`config.mk`:
```
export PLATFORM = sky130hd
export DESIGN_NAME = fifo_stream_reader_flat
export DESIGN_NICKNAME = d
export VERILOG_FILES = /design/src/rtl/fifo_stream_reader_if.sv /design/src/rtl/fifo_stream_reader.sv /design/src/flat_wrapper.sv
export SDC_FILE = /design/constraint.sdc
export NUM_CORES = 1
export LEC_CHECK = 0
export ABC_AREA = 1
export CAP_MARGIN = 0
export CORE_AREA = 4 4 104 106
export CTS_CLUSTER_DIAMETER = 80
export DETAILED_ROUTE_END_ITERATION = 10
export DIE_AREA = 0 0 108 110
export MAX_ROUTING_LAYER = met4
export PLACE_DENSITY = 0.76
export SLEW_MARGIN = 30
export SYNTH_ARGS = -nofsm -noshare
export SYNTH_HDL_FRONTEND = slang
export SYNTH_SLANG_ARGS = --single-unit
```
`constraint.sdc`:
```
create_clock -name ARES_design_CLK -period 5.71 [get_ports ARES_design_CLK]
set_clock_uncertainty 0.05 [all_clocks]
set_input_delay 1.4275 -clock ARES_design_CLK [delete_from_list [all_inputs] [get_ports ARES_design_CLK]]
set_output_delay 1.4275 -clock ARES_design_CLK [all_outputs]
set_load 0.02 [all_outputs]
```
`src/rtl/fifo_stream_reader_if.sv`:
```
// Handshake bundle between the FIFO read port, the reader and its downstream consumer.
// With FIFO_READER_PARITY_EN defined the bundle also carries the per-word parity bit.
interface fifo_stream_reader_if #(
  parameter int WIDTH     = 32,
  parameter int CNT_WIDTH = 16
) ();

  logic                 ARES_design_Enable;
  logic                 ARES_design_Empty;
  logic [WIDTH-1:0]     ARES_design_RData;
  logic                 ARES_design_Read;
  logic                 ARES_design_OValid;
  logic [WIDTH-1:0]     ARES_design_OData;
  logic                 ARES_design_OLast;
  logic                 ARES_design_OReady;
  logic                 ARES_design_Busy;
  logic [CNT_WIDTH-1:0] ARES_design_WordCount;
`ifdef FIFO_READER_PARITY_EN
  logic                 ARES_design_OParity;
`endif

  // The reader owns the pop strobe and the whole downstream stream.
  modport master (
    input  ARES_design_Enable,
    input  ARES_design_Empty,
    input  ARES_design_RData,
    input  ARES_design_OReady,
    output ARES_design_Read,
    output ARES_design_OValid,
    output ARES_design_OData,
    output ARES_design_OLast,
    output ARES_design_Busy,
`ifdef FIFO_READER_PARITY_EN
    output ARES_design_OParity,
`endif
    output ARES_design_WordCount
  );

  modport slave (
    output ARES_design_Enable,
    output ARES_design_Empty,
    output ARES_design_RData,
    output ARES_design_OReady,
    input  ARES_design_Read,
    input  ARES_design_OValid,
    input  ARES_design_OData,
    input  ARES_design_OLast,
    input  ARES_design_Busy,
`ifdef FIFO_READER_PARITY_EN
    input  ARES_design_OParity,
`endif
    input  ARES_design_WordCount
  );

endinterface

```
`src/rtl/fifo_stream_reader.sv`:
```
// FIFO read-side controller: pops words into a 2-entry skid buffer and streams them as fixed-length bursts.
// Optional macro FIFO_READER_PARITY_EN adds a registered even-parity bit stored alongside each word.
module fifo_stream_reader #(
  parameter int WIDTH     = 32,
  parameter int BURST_LEN = 4,
  parameter int CNT_WIDTH = 16
) (
  input logic                  ARES_design_CLK,
  input logic                  ARES_design_RESET,
  fifo_stream_reader_if.master io_bus
);

  localparam logic [15:0] LAST_POS = 16'(BURST_LEN - 1);

  typedef enum logic [1:0] {
    IDLE  = 2'd0,
    RUN   = 2'd1,
    DRAIN = 2'd2
  } state_t;

  state_t               r_state;
  state_t               w_stateNext;
  logic [1:0]           r_occ;
  logic [1:0]           w_occNext;
  logic [WIDTH-1:0]     r_data0;
  logic [WIDTH-1:0]     r_data1;
  logic                 r_last0;
  logic                 r_last1;
  logic [15:0]          r_burstCnt;
  logic [15:0]          w_burstInc;
  logic [15:0]          w_tagPos;
  logic                 w_tagLast;
  logic [CNT_WIDTH-1:0] r_wordCount;
  logic                 w_pop;
  logic                 w_take;
`ifdef FIFO_READER_PARITY_EN
  logic                 r_par0;
  logic                 r_par1;
`endif

  // Pop depends only on registered occupancy, never on downstream ready.
  assign w_pop  = ~ARES_design_RESET & io_bus.ARES_design_Enable &
                  ~io_bus.ARES_design_Empty & (r_occ != 2'd2);
  assign w_take = (r_occ != 2'd0) & io_bus.ARES_design_OReady;

  assign w_burstInc = (r_burstCnt == LAST_POS) ? 16'd0 : r_burstCnt + 16'd1;
  // Head sits at r_burstCnt, so a word captured behind it is one position later.
  assign w_tagPos   = (r_occ == 2'd0) ? r_burstCnt : w_burstInc;
  assign w_tagLast  = (w_tagPos == LAST_POS);

  always_comb begin
    w_occNext = r_occ;
    if (w_pop && !w_take) begin
      w_occNext = r_occ + 2'd1;
    end else if (!w_pop && w_take) begin
      w_occNext = r_occ - 2'd1;
    end
  end

  always_ff @(posedge ARES_design_CLK) begin
    if (ARES_design_RESET) begin
      r_occ   <= 2'd0;
      r_data0 <= '0;
      r_data1 <= '0;
      r_last0 <= 1'b0;
      r_last1 <= 1'b0;
`ifdef FIFO_READER_PARITY_EN
      r_par0  <= 1'b0;
      r_par1  <= 1'b0;
`endif
    end else begin
      r_occ <= w_occNext;
      case (r_occ)
        2'd0: begin
          if (w_pop) begin
            r_data0 <= io_bus.ARES_design_RData;
            r_last0 <= w_tagLast;
`ifdef FIFO_READER_PARITY_EN
            r_par0  <= ^io_bus.ARES_design_RData;
`endif
          end
        end
        2'd1: begin
          // Simultaneous take and pop lets the new word replace the head directly.
          if (w_pop && w_take) begin
            r_data0 <= io_bus.ARES_design_RData;
            r_last0 <= w_tagLast;
`ifdef FIFO_READER_PARITY_EN
            r_par0  <= ^io_bus.ARES_design_RData;
`endif
          end else if (w_pop) begin
            r_data1 <= io_bus.ARES_design_RData;
            r_last1 <= w_tagLast;
`ifdef FIFO_READER_PARITY_EN
            r_par1  <= ^io_bus.ARES_design_RData;
`endif
          end
        end
        2'd2: begin
          if (w_take) begin
            r_data0 <= r_data1;
            r_last0 <= r_last1;
`ifdef FIFO_READER_PARITY_EN
            r_par0  <= r_par1;
`endif
          end
        end
        default: begin
          r_occ <= 2'd0;
        end
      endcase
    end
  end

  always_ff @(posedge ARES_design_CLK) begin
    if (ARES_design_RESET) begin
      r_burstCnt  <= 16'd0;
      r_wordCount <= '0;
    end else if (w_take) begin
      r_burstCnt  <= w_burstInc;
      r_wordCount <= r_wordCount + CNT_WIDTH'(1);
    end
  end

  always_ff @(posedge ARES_design_CLK) begin
    if (ARES_design_RESET) begin
      r_state <= IDLE;
    end else begin
      r_state <= w_stateNext;
    end
  end

  always_comb begin
    w_stateNext = r_state;
    case (r_state)
      IDLE: begin
        if (w_pop) w_stateNext = RUN;
      end
      RUN: begin
        if (w_occNext == 2'd0) w_stateNext = IDLE;
        else if (!io_bus.ARES_design_Enable) w_stateNext = DRAIN;
      end
      DRAIN: begin
        if (w_pop) w_stateNext = RUN;
        else if (w_occNext == 2'd0) w_stateNext = IDLE;
      end
      default: w_stateNext = IDLE;
    endcase
  end

  assign io_bus.ARES_design_Read      = w_pop;
  assign io_bus.ARES_design_OValid    = (r_occ != 2'd0);
  assign io_bus.ARES_design_OData     = r_data0;
  assign io_bus.ARES_design_OLast     = r_last0;
  assign io_bus.ARES_design_Busy      = (r_state != IDLE);
  assign io_bus.ARES_design_WordCount = r_wordCount;
`ifdef FIFO_READER_PARITY_EN
  assign io_bus.ARES_design_OParity   = r_par0;
`endif

endmodule
```
`src/flat_wrapper.sv`:
```
// flat-port wrapper written by rule: the top's interface ports become plain ports
module fifo_stream_reader_flat 
#(
  parameter int WIDTH     = 32,
  parameter int BURST_LEN = 4,
  parameter int CNT_WIDTH = 16
)
  (ARES_design_CLK, ARES_design_RESET, io_bus_ARES_design_Enable, io_bus_ARES_design_Empty, io_bus_ARES_design_RData, io_bus_ARES_design_OReady, io_bus_ARES_design_Read, io_bus_ARES_design_OValid, io_bus_ARES_design_OData, io_bus_ARES_design_OLast, io_bus_ARES_design_Busy, io_bus_ARES_design_WordCount);
  fifo_stream_reader_if #(.WIDTH(WIDTH), .CNT_WIDTH(CNT_WIDTH)) io_bus_i ();
  input logic ARES_design_CLK;
  input logic ARES_design_RESET;
  input wire logic [$bits(io_bus_i.ARES_design_Enable)-1:0] io_bus_ARES_design_Enable;
  input wire logic [$bits(io_bus_i.ARES_design_Empty)-1:0] io_bus_ARES_design_Empty;
  input wire logic [$bits(io_bus_i.ARES_design_RData)-1:0] io_bus_ARES_design_RData;
  input wire logic [$bits(io_bus_i.ARES_design_OReady)-1:0] io_bus_ARES_design_OReady;
  output wire logic [$bits(io_bus_i.ARES_design_Read)-1:0] io_bus_ARES_design_Read;
  output wire logic [$bits(io_bus_i.ARES_design_OValid)-1:0] io_bus_ARES_design_OValid;
  output wire logic [$bits(io_bus_i.ARES_design_OData)-1:0] io_bus_ARES_design_OData;
  output wire logic [$bits(io_bus_i.ARES_design_OLast)-1:0] io_bus_ARES_design_OLast;
  output wire logic [$bits(io_bus_i.ARES_design_Busy)-1:0] io_bus_ARES_design_Busy;
  output wire logic [$bits(io_bus_i.ARES_design_WordCount)-1:0] io_bus_ARES_design_WordCount;
  assign io_bus_i.ARES_design_Enable = io_bus_ARES_design_Enable;
  assign io_bus_i.ARES_design_Empty = io_bus_ARES_design_Empty;
  assign io_bus_i.ARES_design_RData = io_bus_ARES_design_RData;
  assign io_bus_i.ARES_design_OReady = io_bus_ARES_design_OReady;
  assign io_bus_ARES_design_Read = io_bus_i.ARES_design_Read;
  assign io_bus_ARES_design_OValid = io_bus_i.ARES_design_OValid;
  assign io_bus_ARES_design_OData = io_bus_i.ARES_design_OData;
  assign io_bus_ARES_design_OLast = io_bus_i.ARES_design_OLast;
  assign io_bus_ARES_design_Busy = io_bus_i.ARES_design_Busy;
  assign io_bus_ARES_design_WordCount = io_bus_i.ARES_design_WordCount;
  fifo_stream_reader #(.WIDTH(WIDTH), .BURST_LEN(BURST_LEN), .CNT_WIDTH(CNT_WIDTH)) u_core (.ARES_design_CLK(ARES_design_CLK), .ARES_design_RESET(ARES_design_RESET), .io_bus(io_bus_i));
endmodule
```
==> metrics.yaml <==
clock_network:
  clk_pin_slew_ns: 0.10
  insertion_delay_ns: 0.37
  ctsRootBufferMaster: "clkbuf_8"
  htreeDepth: 3
  cts_tree: "built"
  cts_buffer_depth: 2
  cts_resized: 0
  hold_buffers: 0
  cts.sinks: 102
  numCtsBuffers: 9
  post_cts_buffers: 0
pwr:
  p_sw_uw: 1020
  power_density_mw_per_mm2: 441
  p_total_uw: 2530
  combPwrFrac: 0.420
  leakagePower_uw: 0.00229
  irDropWorstVdd_uv: 222
  p_seq_frac: 0.404
  swShare: 0.401
  intPower_uw: 1520
  clockPowerShare: 0.176
worst_setup_path:
  cp_max_fo: 17
  worstSetupStartpointType: "input port"
  reg2reg_depth: 10
  timing.rr.end: "u_core.io_bus.ARES_design_OData[29]$_SDFFE_PP0P_"
  r2r_setup_slack_ns: 2.40
  cp-end-kind: "output port"
  critical_path_arrival_ns: 2.98
  critPathRequiredTime_ns: 4.23
  reg2reg_from: "u_core.r_occ[0]$_SDFF_PP0_"
  path_class: "input port to output port"
global_routing:
  grtUsageTotal: 0.207
  antenna_found_initial: 0
  grt_start_max_net_pins: 87
  grt_pass1_wl_mm: 19.9
  grt_overflow: 0
  grt_pass1_vias: 4387
min_path:
  min_from: "u_core.r_data1[19]$_SDFFE_PP0P_"
  hold_path.class: "register to register"
  hold_path_end: "u_core.io_bus.ARES_design_OData[19]$_SDFFE_PP0P_"
  hold_path_depth: 2
floorplan:
  die_h_um: 110
  initial_core_util: 0.473
  ios: 89
  die_w_um: 108
  dieArea_mm2: 0.0119
  num_rows: 36
  core_area_mm2: 0.00977
placed_design:
  dp_cells: 849
  place.port_buffers: 88
  post-dp-hpwl_mm: 7.77
  pre_cts_ws_ns: 1.26
  gp_congestion: 0.903
yosys:
  avgSynthCellArea_um2: 7.02
  yosys-mux-area-fraction: 0.00244
  synth_top_area_share: 0.442
  synth_cell_types: 31
  ys_ff_latch: 102
  syn-num-nets: 701
  synthCells: 658
  synthXorXnorAreaFrac: 0.00948
  yosys_warnings: 0
  netlist_area_mm2: 0.00462
  synth_seq_area_share: 0.442
  synth-adder-area-share: 0.0162
  ys_top_cells_by_area: "dfxtp_1 (44%), nand2_1 (12%), o21ai_0 (9.3%)"
  yosys.area.top_type: "dfxtp_1"
  synthSimpleGateAreaFrac: 0.273
  synth_compound_area_frac: 0.192
  synth_top_family_by_area: "simple AND/OR/NAND/NOR gates"
drt:
  drc: 0
  avgViaCountPerCell: 5.19
  drt_iter0_markers: 254
  dr.pass1.iters: 7
  dr_total_vias: 4479
  ant_nets: 0
  wl_per_cell_um: 13.3
  wl_mm: 11.5
finish:
  area_delta_synth_final_pct: 24.5
  multi_input_area_mm2: 0.00228
  register_area_mm2: 0.00204
  drive_gt1_frac: 0.0616
  stdcell_count: 863
  final_common_cell: "nand2_1"
  fillCellCount: 917
  final_cell_mix: "nand2_1 (145), nor2_1 (108), dfxtp_1 (102)"
  fin_util: 0.588
  diodes: 0
  num-nets-final: 770
timing:
  rsz0062_at_grt: "no"
  hold_violations: 0
  final_max_slew_viol_count: 0
  fin_crit_sh: 0.781
  worstMarginPinSlew_ns: 0.712
  tns_ns: 0
  fmax_mhz: 224
  relSlewSlack: 0.524
  setup_ws_ns: 1.25
  setup_viol: 0
  fin_crit_ns: 4.46
run:
  cap_viol_max_count: 0
status:
  status: "finished clean"
metrics by stage:
stage | hold slack [ns] | area [um^2]
after floorplan | 0.397 | 4620
after global placement | 0.405 | 5560
after detailed placement | 0.414 | 5570
after CTS | 0.425 | 5750
after global routing | 0.445 | 5750
final | 0.423 | 5750
power groups by stage:
stage                     Combinational [uW]  Clock [uW]  Sequential (uW)
after detailed placement                1060           0             1030
after CTS                               1070         457             1020
after floorplan                          514           0             1160
final                                   1060         447             1020
after global routing                    1180         484             1050
after global placement                  1050           0             1030
cell usage after synthesis, drive strengths merged:
master / instances
nand2: 151
a21oi: 31
dfxtp: 102
inv: 42
a211oi: 7
xor2: 5
o211ai: 1
buf: 6
mux2: 1
nand4: 9
clkinv: 1
ha: 6
o21a: 2
nor3: 3
o21ai: 87
o21ba: 1
clkbuf: 28
a31oi: 32
nor2: 119
o21bai: 1
nand3: 23
logic make-up after synthesis:
kind of cell    after synthesis
compound gates              162
simple gates                305
mux                           1
flops                       102
fa+ha+maj                     6
buf+inv                      77
xor+xnor                      5
worst max-delay path, stage by stage:
cell	delay, ns
clkdlybuf4s50_1	0.40
buf_4	0.20
inv_2	0.07
nand3_1	0.16
inv_2	0.12
clkdlybuf4s50_1	0.60
state kept, by name, summed over array words and instances, names as in the netlist:
register / flops
u_core.io_bus.ARES_design_OData: 32
u_core.r_last1: 1
u_core.r_occ: 2
u_core.r_data1: 32
u_core.r_state: 2
u_core.r_burstCnt: 16
u_core.io_bus.ARES_design_OLast: 1
u_core.io_bus.ARES_design_WordCount: 16
worst max path at each step:
stage | startpoint | endpoint | depth (start not counted)
after floorplan | ARES_design_RESET | io_bus_ARES_design_Read | 4
after global placement | ARES_design_RESET | io_bus_ARES_design_Read | 6
after global routing | ARES_design_RESET | io_bus_ARES_design_Read | 6
final | ARES_design_RESET | io_bus_ARES_design_Read | 6
after CTS | ARES_design_RESET | io_bus_ARES_design_Read | 6
after detailed placement | ARES_design_RESET | io_bus_ARES_design_Read | 6
per-layer routing:
layer	wire, um	track usage	vias to the layer above
met2	5520	0.351	92
met1	5320	0.255	2075
met4	82	0.0424	0
li1	-	-	2305
met5	0	-	-
met3	550	0.0460	7
final cells by class:
cell class	count	area share
Timing Repair Buffer	92	0.158
Clock buffer	9	0.0215
Inverter	43	0.0289
Multi-Input combinational cell	479	0.397
Clock inverter	5	0.0104
Tap cell	133	0.0289
Sequential cell	102	0.355
Note: power is estimated with default switching activity, not from simulation.
